--- config.mk ---
export PLATFORM = sky130hd
export DESIGN_NAME = mcpu_control_fsm
export DESIGN_NICKNAME = d
export VERILOG_FILES = /design/src/rtl/mcpu_control_fsm_pkg.sv /design/src/rtl/mcpu_ctrl_decode.sv /design/src/rtl/mcpu_control_fsm.sv
export SDC_FILE = /design/constraint.sdc
export NUM_CORES = 1
export LEC_CHECK = 0
export ABC_CLOCK_PERIOD_IN_PS = 2200
export CORE_MARGIN = 2
export CORE_UTILIZATION = 33
export DETAILED_ROUTE_END_ITERATION = 16
export PLACE_DENSITY = 0.9
export SYNTH_ARGS = -nofsm -noshare
export SYNTH_HDL_FRONTEND = slang
export SYNTH_SLANG_ARGS = --single-unit
--- constraint.sdc ---
create_clock -name clk -period 2.2 [get_ports clk]
set_clock_uncertainty 0.05 [all_clocks]
set_input_delay 0.33 -clock clk [delete_from_list [all_inputs] [get_ports clk]]
set_output_delay 0.33 -clock clk [all_outputs]
set_load 0.02 [all_outputs]
--- src/rtl/mcpu_control_fsm_pkg.sv ---
// -----------------------------------------------------------------------------
// mcpu_control_fsm_pkg
//
// Shared encodings for the MCPU multi-cycle control unit: instruction opcodes
// and R-type function codes, ALU operation codes, datapath mux-select codes,
// the control-FSM state enumeration and a bundled control-word struct.
// The datapath and the control unit both import this package so that the
// encodings live in exactly one place.
// -----------------------------------------------------------------------------
package mcpu_control_fsm_pkg;

    // Primary opcodes (instr[31:26])
    localparam logic [5:0] OP_RTYPE = 6'h00;
    localparam logic [5:0] OP_J     = 6'h02;
    localparam logic [5:0] OP_JAL   = 6'h03;
    localparam logic [5:0] OP_BEQ   = 6'h04;
    localparam logic [5:0] OP_BNE   = 6'h05;
    localparam logic [5:0] OP_ADDI  = 6'h08;
    localparam logic [5:0] OP_XORI  = 6'h0E;
    localparam logic [5:0] OP_LW    = 6'h23;
    localparam logic [5:0] OP_SW    = 6'h2B;

    // R-type function codes (instr[5:0])
    localparam logic [5:0] FUNCT_JR  = 6'h08;
    localparam logic [5:0] FUNCT_ADD = 6'h20;
    localparam logic [5:0] FUNCT_SUB = 6'h22;
    localparam logic [5:0] FUNCT_SLT = 6'h2A;

    // ALU operation codes
    localparam logic [2:0] ALU_ADD  = 3'd0;
    localparam logic [2:0] ALU_SUB  = 3'd1;
    localparam logic [2:0] ALU_XOR  = 3'd2;
    localparam logic [2:0] ALU_SLT  = 3'd3;
    localparam logic [2:0] ALU_AND  = 3'd4;
    localparam logic [2:0] ALU_NAND = 3'd5;
    localparam logic [2:0] ALU_NOR  = 3'd6;
    localparam logic [2:0] ALU_OR   = 3'd7;

    // ALU operand A select
    localparam logic [1:0] SRCA_PC   = 2'd0;
    localparam logic [1:0] SRCA_A    = 2'd1;
    localparam logic [1:0] SRCA_BEN  = 2'd2;
    localparam logic [1:0] SRCA_ZERO = 2'd3;

    // ALU operand B select
    localparam logic [1:0] SRCB_IMM_SHL2 = 2'd0;
    localparam logic [1:0] SRCB_IMM      = 2'd1;
    localparam logic [1:0] SRCB_B        = 2'd2;
    localparam logic [1:0] SRCB_FOUR     = 2'd3;

    // Next-PC select
    localparam logic [1:0] PCSRC_BRANCH = 2'd0;
    localparam logic [1:0] PCSRC_JUMP   = 2'd1;
    localparam logic [1:0] PCSRC_PC4    = 2'd2;
    localparam logic [1:0] PCSRC_ALU    = 2'd3;

    // Control FSM states
    typedef enum logic [3:0] {
        ST_FETCH    = 4'd0,
        ST_DECODE   = 4'd1,
        ST_EXEC_R   = 4'd2,
        ST_EXEC_I   = 4'd3,
        ST_WB_ALU   = 4'd4,
        ST_MEM_ADDR = 4'd5,
        ST_MEM_RD   = 4'd6,
        ST_MEM_WB   = 4'd7,
        ST_MEM_WR   = 4'd8,
        ST_BR_TGT   = 4'd9,
        ST_BR_CMP   = 4'd10,
        ST_JUMP     = 4'd11,
        ST_JAL      = 4'd12,
        ST_JR_EXEC  = 4'd13,
        ST_JR_PC    = 4'd14
    } state_t;

    // Every state-driven control output, bundled so a single '0 clears them all
    typedef struct packed {
        logic       pc_we;
        logic       ir_we;
        logic       a_we;
        logic       b_we;
        logic       ben;
        logic       cheese;
        logic       mem_we;
        logic       reg_we;
        logic       mem_in;
        logic       dst;
        logic       reg_in;
        logic       jal;
        logic       beqbne;
        logic [1:0] alu_src_a;
        logic [1:0] alu_src_b;
        logic [2:0] alu_op;
        logic [1:0] pc_src;
    } ctrl_t;

endpackage

--- src/rtl/mcpu_ctrl_decode.sv ---
// -----------------------------------------------------------------------------
// mcpu_ctrl_decode
//
// Combinational instruction classifier for the control FSM. From the opcode
// and function fields it produces the state to enter after DECODE and the ALU
// operation used by the EXEC_R / EXEC_I states.
//
// Ports
//   i_opcode      in  6  instr[31:26]
//   i_funct       in  6  instr[5:0]
//   o_decode_next out 4  state_t to follow DECODE (FETCH for unsupported ops)
//   o_exec_alu_op out 3  ALU op for the execute state of R/I arithmetic
// -----------------------------------------------------------------------------
module mcpu_ctrl_decode
    import mcpu_control_fsm_pkg::*;
(
    input  logic [5:0] i_opcode,
    input  logic [5:0] i_funct,
    output logic [3:0] o_decode_next,
    output logic [2:0] o_exec_alu_op
);

    // Dispatch after DECODE. Anything not in the supported subset falls back
    // to FETCH so it behaves as a two-cycle NOP with no writes.
    always_comb begin
        // NOTE: every combinational output gets a default before the case so
        // no path leaves it unassigned, which would infer a latch.
        o_decode_next = ST_FETCH;
        unique case (i_opcode)
            OP_RTYPE: begin
                unique case (i_funct)
                    FUNCT_JR:                        o_decode_next = ST_JR_EXEC;
                    FUNCT_ADD, FUNCT_SUB, FUNCT_SLT: o_decode_next = ST_EXEC_R;
                    default:                         o_decode_next = ST_FETCH;
                endcase
            end
            OP_LW, OP_SW:     o_decode_next = ST_MEM_ADDR;
            OP_ADDI, OP_XORI: o_decode_next = ST_EXEC_I;
            OP_BEQ, OP_BNE:   o_decode_next = ST_BR_TGT;
            OP_J:             o_decode_next = ST_JUMP;
            OP_JAL:           o_decode_next = ST_JAL;
            default:          o_decode_next = ST_FETCH;
        endcase
    end

    // ALU op for the execute states; only SUB, SLT and XORI differ from ADD.
    always_comb begin
        o_exec_alu_op = ALU_ADD;
        if (i_opcode == OP_RTYPE) begin
            if (i_funct == FUNCT_SUB) begin
                o_exec_alu_op = ALU_SUB;
            end else if (i_funct == FUNCT_SLT) begin
                o_exec_alu_op = ALU_SLT;
            end
        end else if (i_opcode == OP_XORI) begin
            o_exec_alu_op = ALU_XOR;
        end
    end

endmodule

--- src/rtl/mcpu_control_fsm.sv ---
// -----------------------------------------------------------------------------
// mcpu_control_fsm
//
// Multi-cycle MIPS-subset control unit for the MCPU datapath. Slices the
// instruction register into its fields and runs a Moore FSM that drives every
// datapath enable and mux select. Holds no datapath storage of its own.
//
// Ports
//   clk, reset                 rising-edge clock, synchronous active-high reset
//   instruction       in  32   IR contents
//   rs/rt/rd/shamt    out 5    instruction fields (combinational)
//   funct             out 6    instr[5:0]
//   imm               out 16   instr[15:0]
//   address           out 26   instr[25:0]
//   PC_WE..cheese     out 1    PC / IR / A / B / branch-PC+4 / PC+4 enables
//   Mem_WE, Reg_WE    out 1    memory and regfile write enables
//   MemIn             out 1    memory address: 0=PC, 1=ALU reg
//   Dst               out 1    write register: 0=rd, 1=rt
//   RegIn             out 1    write data: 0=MDR, 1=ALU reg
//   jal               out 1    forces write register 31
//   Immer             out 1    reserved, tied 0
//   BEQBNE            out 1    0=branch on zero, 1=branch on not-zero
//   ALUSrcA/ALUSrcB   out 2    ALU operand selects
//   ALUOp             out 3    ALU operation
//   PCSrc             out 2    next-PC select
// -----------------------------------------------------------------------------
module mcpu_control_fsm
    import mcpu_control_fsm_pkg::*;
(
    input  logic        clk,
    input  logic        reset,
    input  logic [31:0] instruction,
    output logic [4:0]  rs,
    output logic [4:0]  rt,
    output logic [4:0]  rd,
    output logic [4:0]  shamt,
    output logic [5:0]  funct,
    output logic [15:0] imm,
    output logic [25:0] address,
    output logic        PC_WE,
    output logic        IR_WE,
    output logic        A_WE,
    output logic        B_WE,
    output logic        BEN,
    output logic        cheese,
    output logic        Mem_WE,
    output logic        Reg_WE,
    output logic        MemIn,
    output logic        Dst,
    output logic        RegIn,
    output logic        jal,
    output logic        Immer,
    output logic        BEQBNE,
    output logic [1:0]  ALUSrcA,
    output logic [1:0]  ALUSrcB,
    output logic [2:0]  ALUOp,
    output logic [1:0]  PCSrc
);

    state_t     r_state;
    state_t     w_next_state;
    ctrl_t      w_ctrl;
    ctrl_t      w_ctrl_out;
    logic [5:0] w_opcode;
    logic [3:0] w_decode_next;
    logic [2:0] w_exec_alu_op;

    // ---------------------------------------------------------------------
    // Instruction field slicing
    // ---------------------------------------------------------------------
    assign w_opcode = instruction[31:26];
    assign rs       = instruction[25:21];
    assign rt       = instruction[20:16];
    assign rd       = instruction[15:11];
    assign shamt    = instruction[10:6];
    assign funct    = instruction[5:0];
    assign imm      = instruction[15:0];
    assign address  = instruction[25:0];

    mcpu_ctrl_decode u_decode (
        .i_opcode      (w_opcode),
        .i_funct       (instruction[5:0]),
        .o_decode_next (w_decode_next),
        .o_exec_alu_op (w_exec_alu_op)
    );

    // ---------------------------------------------------------------------
    // State register
    // ---------------------------------------------------------------------
    always_ff @(posedge clk) begin
        // NOTE: state is updated with non-blocking assignments so every
        // flop samples the pre-edge values regardless of process ordering.
        if (reset) begin
            r_state <= ST_FETCH;
        end else begin
            r_state <= w_next_state;
        end
    end

    // ---------------------------------------------------------------------
    // Next state and Moore outputs
    // ---------------------------------------------------------------------
    always_comb begin
        w_next_state = r_state;
        w_ctrl       = '0;

        unique case (r_state)
            ST_FETCH: begin
                // Load IR and compute PC+4 into the ALU reg / PC+4 save reg.
                w_ctrl.ir_we     = 1'b1;
                w_ctrl.cheese    = 1'b1;
                w_ctrl.alu_src_a = SRCA_PC;
                w_ctrl.alu_src_b = SRCB_FOUR;
                w_ctrl.alu_op    = ALU_ADD;
                w_next_state     = ST_DECODE;
            end
            ST_DECODE: begin
                // Commit the saved PC+4 and read the register operands. The
                // ALU recomputes PC+4 from the old PC so the ALU reg holds it
                // again on entry to the next state.
                w_ctrl.a_we      = 1'b1;
                w_ctrl.b_we      = 1'b1;
                w_ctrl.pc_we     = 1'b1;
                w_ctrl.pc_src    = PCSRC_PC4;
                w_ctrl.alu_src_a = SRCA_PC;
                w_ctrl.alu_src_b = SRCB_FOUR;
                w_ctrl.alu_op    = ALU_ADD;
                w_next_state     = state_t'(w_decode_next);
            end
            ST_EXEC_R: begin
                w_ctrl.alu_src_a = SRCA_A;
                w_ctrl.alu_src_b = SRCB_B;
                w_ctrl.alu_op    = w_exec_alu_op;
                w_next_state     = ST_WB_ALU;
            end
            ST_EXEC_I: begin
                w_ctrl.alu_src_a = SRCA_A;
                w_ctrl.alu_src_b = SRCB_IMM;
                w_ctrl.alu_op    = w_exec_alu_op;
                w_next_state     = ST_WB_ALU;
            end
            ST_WB_ALU: begin
                // R-type writes rd, I-type writes rt.
                w_ctrl.reg_we = 1'b1;
                w_ctrl.reg_in = 1'b1;
                w_ctrl.dst    = (w_opcode != OP_RTYPE);
                w_next_state  = ST_FETCH;
            end
            ST_MEM_ADDR: begin
                w_ctrl.alu_src_a = SRCA_A;
                w_ctrl.alu_src_b = SRCB_IMM;
                w_ctrl.alu_op    = ALU_ADD;
                w_next_state     = (w_opcode == OP_SW) ? ST_MEM_WR : ST_MEM_RD;
            end
            ST_MEM_RD: begin
                w_ctrl.mem_in = 1'b1;
                w_next_state  = ST_MEM_WB;
            end
            ST_MEM_WB: begin
                w_ctrl.reg_we = 1'b1;
                w_ctrl.reg_in = 1'b0;
                w_ctrl.dst    = 1'b1;
                w_next_state  = ST_FETCH;
            end
            ST_MEM_WR: begin
                w_ctrl.mem_in = 1'b1;
                w_ctrl.mem_we = 1'b1;
                w_next_state  = ST_FETCH;
            end
            ST_BR_TGT: begin
                // BEN latches PC+4 (fall-through) while the ALU forms the
                // branch target from the already-advanced PC.
                w_ctrl.ben       = 1'b1;
                w_ctrl.alu_src_a = SRCA_PC;
                w_ctrl.alu_src_b = SRCB_IMM_SHL2;
                w_ctrl.alu_op    = ALU_ADD;
                w_next_state     = ST_BR_CMP;
            end
            ST_BR_CMP: begin
                // Datapath picks ALU reg (target) or BEN reg (fall-through)
                // from the zero flag, inverted for BNE via opcode bit 0.
                w_ctrl.alu_src_a = SRCA_A;
                w_ctrl.alu_src_b = SRCB_B;
                w_ctrl.alu_op    = ALU_SUB;
                w_ctrl.beqbne    = w_opcode[0];
                w_ctrl.pc_we     = 1'b1;
                w_ctrl.pc_src    = PCSRC_BRANCH;
                w_next_state     = ST_FETCH;
            end
            ST_JUMP: begin
                w_ctrl.pc_we  = 1'b1;
                w_ctrl.pc_src = PCSRC_JUMP;
                w_next_state  = ST_FETCH;
            end
            ST_JAL: begin
                // ALU reg still holds PC+4 from DECODE; write it to $31.
                w_ctrl.pc_we  = 1'b1;
                w_ctrl.pc_src = PCSRC_JUMP;
                w_ctrl.reg_we = 1'b1;
                w_ctrl.jal    = 1'b1;
                w_ctrl.reg_in = 1'b1;
                w_next_state  = ST_FETCH;
            end
            ST_JR_EXEC: begin
                // rs + $0 routes the jump target through the ALU reg.
                w_ctrl.alu_src_a = SRCA_A;
                w_ctrl.alu_src_b = SRCB_B;
                w_ctrl.alu_op    = ALU_ADD;
                w_next_state     = ST_JR_PC;
            end
            ST_JR_PC: begin
                w_ctrl.pc_we  = 1'b1;
                w_ctrl.pc_src = PCSRC_ALU;
                w_next_state  = ST_FETCH;
            end
            default: begin
                w_next_state = ST_FETCH;
            end
        endcase
    end

    // While reset is high every enable and select is forced low, so an
    // instruction interrupted by reset commits nothing in that cycle.
    assign w_ctrl_out = reset ? '0 : w_ctrl;

    assign PC_WE   = w_ctrl_out.pc_we;
    assign IR_WE   = w_ctrl_out.ir_we;
    assign A_WE    = w_ctrl_out.a_we;
    assign B_WE    = w_ctrl_out.b_we;
    assign BEN     = w_ctrl_out.ben;
    assign cheese  = w_ctrl_out.cheese;
    assign Mem_WE  = w_ctrl_out.mem_we;
    assign Reg_WE  = w_ctrl_out.reg_we;
    assign MemIn   = w_ctrl_out.mem_in;
    assign Dst     = w_ctrl_out.dst;
    assign RegIn   = w_ctrl_out.reg_in;
    assign jal     = w_ctrl_out.jal;
    assign Immer   = 1'b0;
    assign BEQBNE  = w_ctrl_out.beqbne;
    assign ALUSrcA = w_ctrl_out.alu_src_a;
    assign ALUSrcB = w_ctrl_out.alu_src_b;
    assign ALUOp   = w_ctrl_out.alu_op;
    assign PCSrc   = w_ctrl_out.pc_src;

endmodule

# Word-level counts from Yosys, hierarchy flattened
# Cells that the tools add are included.
[word_totals] output_inout_bits=91 ff_bits=4 word_cells=63 in_bits=34
[classes] eq_ne=26 mux=22 n_reduce_logical=14
[ops] cell="6-bit one-hot mux with 6 select lines" count=1
[ops] cell="6-bit == test (second input constant)" count=5
[ops] cell="4-bit == test (second input constant)" count=7
[ops] cell="4-bit one-hot mux with 7 select lines" count=1
[ops] cell="4-bit one-hot mux with 6 select lines" count=1
[ops] cell="22-bit two-way mux" count=1
[ops] cell="6-bit by 4-bit == test with 1-bit output (second input constant)" count=3
[ops] cell="4-bit by 3-bit == test with 1-bit output (second input constant)" count=4
[ops] cell="2-bit OR reduction" count=8
[ops] cell="6-bit by 2-bit == test with 1-bit output (second input constant)" count=2
[ops] cell="6-bit by 3-bit == test with 1-bit output (second input constant)" count=2
[ops] cell="1-bit two-way mux" count=9
[ops] cell="4-bit by 2-bit == test with 1-bit output (second input constant)" count=2
[ops] cell="4-bit one-hot mux with 2 select lines" count=1
[ops] cell="6-bit zero test" count=1
[ops] cell="2-bit two-way mux" count=3
[ops] cell="3-bit two-way mux" count=2
[ops] cell="2-bit one-hot mux with 3 select lines" count=1
[ops] cell="6-bit nonzero test" count=1
[ops] cell="3-bit OR reduction" count=2
[ops] cell="5-bit OR reduction" count=1
[ops] cell="4-bit by 1-bit == test with 1-bit output (second input constant)" count=1
[ops] cell="4-bit zero test" count=1
[ops] cell="4-bit two-way mux" count=1
[ops] cell="1-bit one-hot mux with 2 select lines" count=1

# Longest topological paths before layout
# Gate-level depths: netlist of the first run.
[depth] word_depth=6 mapped_depth=6 mapped_depth_nobuf=5

# By module
# From an unflattened synthesis of the first run, not the netlist that was laid out.
[unflattened] hier_cells=196 area_unflattened_um2=1332.5
[by_module_without_submodules] mod="mcpu_control_fsm" cells_each=164 area_per_inst_um2=1148.6 seq_area_each_um2=80.1 instances=1
[by_module_without_submodules] mod="mcpu_ctrl_decode" cells_each=32 area_per_inst_um2=183.9 seq_area_each_um2=0.0 instances=1

# Worst setup path after synthesis of the first run
# Ideal clock, no wire load.
[synth_timing] kind="input -> output" from="input instruction[28]" to="output ALUOp[1]" t_arrival_ns=1.839 required_time_ns=1.820 n_path_buf=1 setup_slack_ns=-0.019 cell_stages=6 path_cell_list="buf_2 -> nor4_2 -> nand2_1 -> nor2_1 -> a22oi_1 -> nor4b_1"
[synth_via] elab_chain_cells=5 word_cells_on_any_way=6 cone_classes="eq/ne (1); mux (4); reduce/logical (1)"
[synth_lines] element="start, declared" line_no="mcpu_control_fsm.sv:32" rtl="input logic [31:0] instruction,"
[synth_lines] element="6-bit by 4-bit == test with 1-bit output" line_no="mcpu_ctrl_decode.sv:55" rtl="end else if (i_opcode == OP_XORI) begin"
[synth_lines] element="2-bit two-way mux" line_no="mcpu_ctrl_decode.sv:55"
[synth_lines] element="3-bit two-way mux *" line_no="mcpu_ctrl_decode.sv:49" rtl="if (i_opcode == OP_RTYPE) begin"
[synth_lines] element="6-bit one-hot mux with 6 select lines *" line_no="mcpu_control_fsm.sv:107" rtl="unique case (r_state)"
[synth_lines] element="22-bit two-way mux *" line_no="mcpu_control_fsm.sv:224" rtl="assign w_ctrl_out = reset ? '0 : w_ctrl;"
[synth_lines] element="end, declared" line_no="mcpu_control_fsm.sv:56" rtl="output logic [2:0] ALUOp,"
# Mark *: on every way between the ends. The rest lies on a longest branch, timed or not.

# Worst setup path after layout of the first run
[layout_timing] from="input reset" to="output B_WE"
[layout_via] elab_chain_cells=1
[layout_lines] element="start, declared" line_no="mcpu_control_fsm.sv:31" rtl="input logic reset,"
[layout_lines] element="22-bit two-way mux" line_no="mcpu_control_fsm.sv:224"
[layout_lines] element="end, declared" line_no="mcpu_control_fsm.sv:43" rtl="output logic B_WE,"
# Every way passes these cells.

==> results.cfg, run 1 <==
[drt]
wire_per_inst_um = 12.8
firstDrtPassIters = 4
ant_nets = 0
routed_wl_um = 3050
detail_route.vias_per_cell = 4.84
vias = 1151
drt_iter0_drc = 35
drc = 0

[floorplanning]
die-area_sq_um = 4430
num_rows = 22
coreArea_sq_um = 3720
die_y_um = 66.6
start_util_pct = 34.7
die_width_um = 66.6
io_pins = 125

[worst_setup_path]
critPathCaptureType = output pin
crit_top_cell = clkdlybuf4s50_1
worstSetupPathType = in -> out
crit_slowest_cell = clkdlybuf4s50_1
critPathBufInv = 3
crit_arrival_ns = 1.76
worstPathCellList = clkdlybuf4s50_1 -> buf_4 -> nor2_1 -> clkdlybuf4s50_1
path_max_fanout = 5
max_stage_delay_ns = 0.62
cp-start-kind = primary input
cp.required_ns = 1.82
crit_family = buffers and inverters

[layout]
nets = 226
post_route_cells_drive_above_1_share_pct = 26.8
area_growth_pct = 23.4
biggestRegsByFlops = r_state (4)
fillers = 376
largest_reg_flops = 4
n_antenna_cell = 0
top_register = r_state

[placement]
dp_hpwl_um = 2300
io_buffers = 51
pre_cts_ws_ns = -0.606
gp_congestion = 0.910

[yosys]
synth_area_leader_cell = buf_4
synth_edf_count = 0
synth_compound_area_share_pct = 16.5
synth_fa_ha_area_share_pct = 0.775
synthMuxAreaShare_pct = 0
synth_area_leaders = buf_4 43%, dfxtp_1 6.2%, a21oi_1 4.3%
synth_top_family_by_area = buffers and inverters
synth-simple-area-share_pct = 28.5
ys_dominant_reg_cell = dfxtp_1
ys_seq_area_share_pct = 6.20
synth_most_common_cell = buf_4
synth-xor-area-share_pct = 0.678
yosys_warnings = 0
synthesis.area_sq_um = 1290
syn_inst = 192
synthDominantCellAreaShare_pct = 43.0
syn_area_per_cell_sq_um = 6.73
synthTopCellsByCount = 74 x buf_4, 14 x nor2_1, 12 x nand2_1, 11 x a21oi_1, 9 x nor3_1
synth_async_sr_flop_share_pct = 0
ys_types = 40
synth_seq_cells = 4

[clocking]
holdBufCountCts = 0
h-tree-depth = 1
clock_path_buffers = 2
cts-root-buf = clkbuf_8
clock-sinks = 4
tritoncts = yes
insertion_delay_ns = 0.23
cts_buffers = 3
clk_pin_slew_ns = 0.03

[job]
cap_viol_max_count = 0

[timing]
fin_ws_ns = 0.0571
hold_viol_final = 0
max_freq_ghz = 0.467
fin_setup_tns_ns = 0
setup_viol = 0
rsz0062_at_grt = no
final.min_clock_period_ns = 2.14
min_period_over_period_pct = 97.4
maxSlewViolCount = 0

[power]
p_leak_nw = 0.789
power_density_nw_per_um2 = 283
ir_drop_mv = 0.140

[grt]
grt_max_degree = 16
grt_pass1_wl_um = 4570
grt_use_total_pct = 12.9
antenna_found_initial = 0
grt_pass1_vias = 1048
grt-ovfl-total = 0

[min_path]
hp-class = in -> reg

[outcome]
status = complete, no violations
[report_power, final]
part           internal [mW]  switching [mW]  leakage, nW  total (mW)
logic                  0.103           0.110        0.733       0.213
registers             0.0735         0.00208       0.0344      0.0756
clock network          0.117          0.0455       0.0216       0.163
total                  0.294           0.157        0.789       0.451
[worst paths after layout]
path	cells past startpoint	endpoint	slack [ns]	startpoint
setup / recovery	4	B_WE	0.06	reset
hold / removal	4	r_state[3]	0.57	instruction[29]
setup reg to reg	6	r_state[1]	0.59	r_state[0]
hold reg to reg	2	r_state[0]	0.63	r_state[1]
[routing by layer]
metal  GRT usage [%]  part of all wire (%)
met1            16.0                    42
met4            9.44                   3.3
met5               0                     0
met2            21.0                    49
met3           0.845                   5.6
[cells by family (layout without fill, tap and decap cells)]
logic type | after synthesis | after routing
other | 1 | 3
adders and majority gates | 1 | 1
DFF | 4 | 4
xor gates and xnor gates | 1 | 1
buffers and inverters | 87 | 83
and+or+nand+nor | 67 | 67
AOI/OAI and AO/OA | 31 | 31
[worst register-to-register path, delay by kind of cell (launching register included)]
family | cells | cell delay (ns)
buf+inv | 1 | 0.19
compound gates | 4 | 0.66
flops | 1 | 0.37
simple gates | 1 | 0.26
[stage by stage]
step | std cells | util (%) | total power, mW | hold WS (ns) | area [sq um]
final | 238 | 42.9 | 0.451 | 0.575 | 1590
after global routing | 238 | 42.9 | 0.473 | 0.610 | 1590
after CTS | 236 | 40.5 | 0.453 | 0.610 | 1510
after detailed placement | 233 | 39.4 | 0.291 | 0.610 | 1460
after global placement | 233 | 39.4 | 0.288 | 0.610 | 1460
after floorplan | 194 | - | 0.340 | 0.520 | 1310
[cell usage in the layout, fill, tap and decap left out, types with 2 or more instances in the layout]
cell,instances
dlygate4sd2_1,8
nor4_1,4
o21ai_0,2
nand2_2,2
nand3_1,3
nand2b_1,4
inv_1,2
o21ai_1,3
a21oi_1,11
clkdlybuf4s50_1,24
a211oi_1,2
buf_4,26
dfxtp_2,2
nor3_1,8
buf_6,2
o21bai_1,2
dlymetal6s2s_1,15
and3b_1,2
clkbuf_8,3
nor2b_2,3
nand2_1,10
buf_2,2
conb_1,3
nor3b_1,5
a31oi_1,3
nor2b_1,2
nor2_1,13
[timing repair]
item | CTS | global route
buffers inserted | 0 | 2
pin swaps | 5 | 8
endpoints found under the setup margin | 20 | 12
cloned | 0 | 0
gates resized for setup | 31 | 29
[area by class of cell]
| cell class | count | area [sq um] | share of cell area, % |
|---|---|---|---|
| flip-flops and latches | 4 | 86.3 | 5.42 |
| repair buffers | 78 | 731 | 45.8 |
| well taps | 48 | 60.1 | 3.77 |
| inverters | 2 | 7.51 | 0.471 |
| multi-input cells | 103 | 668 | 41.9 |
| clock buffers | 3 | 41.3 | 2.59 |
No activity file was read; power rests on OpenSTA's default activity.
==> run 2, diff against run 1 <==
--- a/config.mk
+++ b/config.mk
@@ -10,6 +10,7 @@
 export CORE_UTILIZATION = 33
 export DETAILED_ROUTE_END_ITERATION = 16
 export PLACE_DENSITY = 0.9
+export RECOVER_POWER = 50
 export SYNTH_ARGS = -nofsm -noshare
 export SYNTH_HDL_FRONTEND = slang
 export SYNTH_SLANG_ARGS = --single-unit
==> results of run 2 <==
Same layout as run 1: the final DEF is identical, and so are final timing and power.
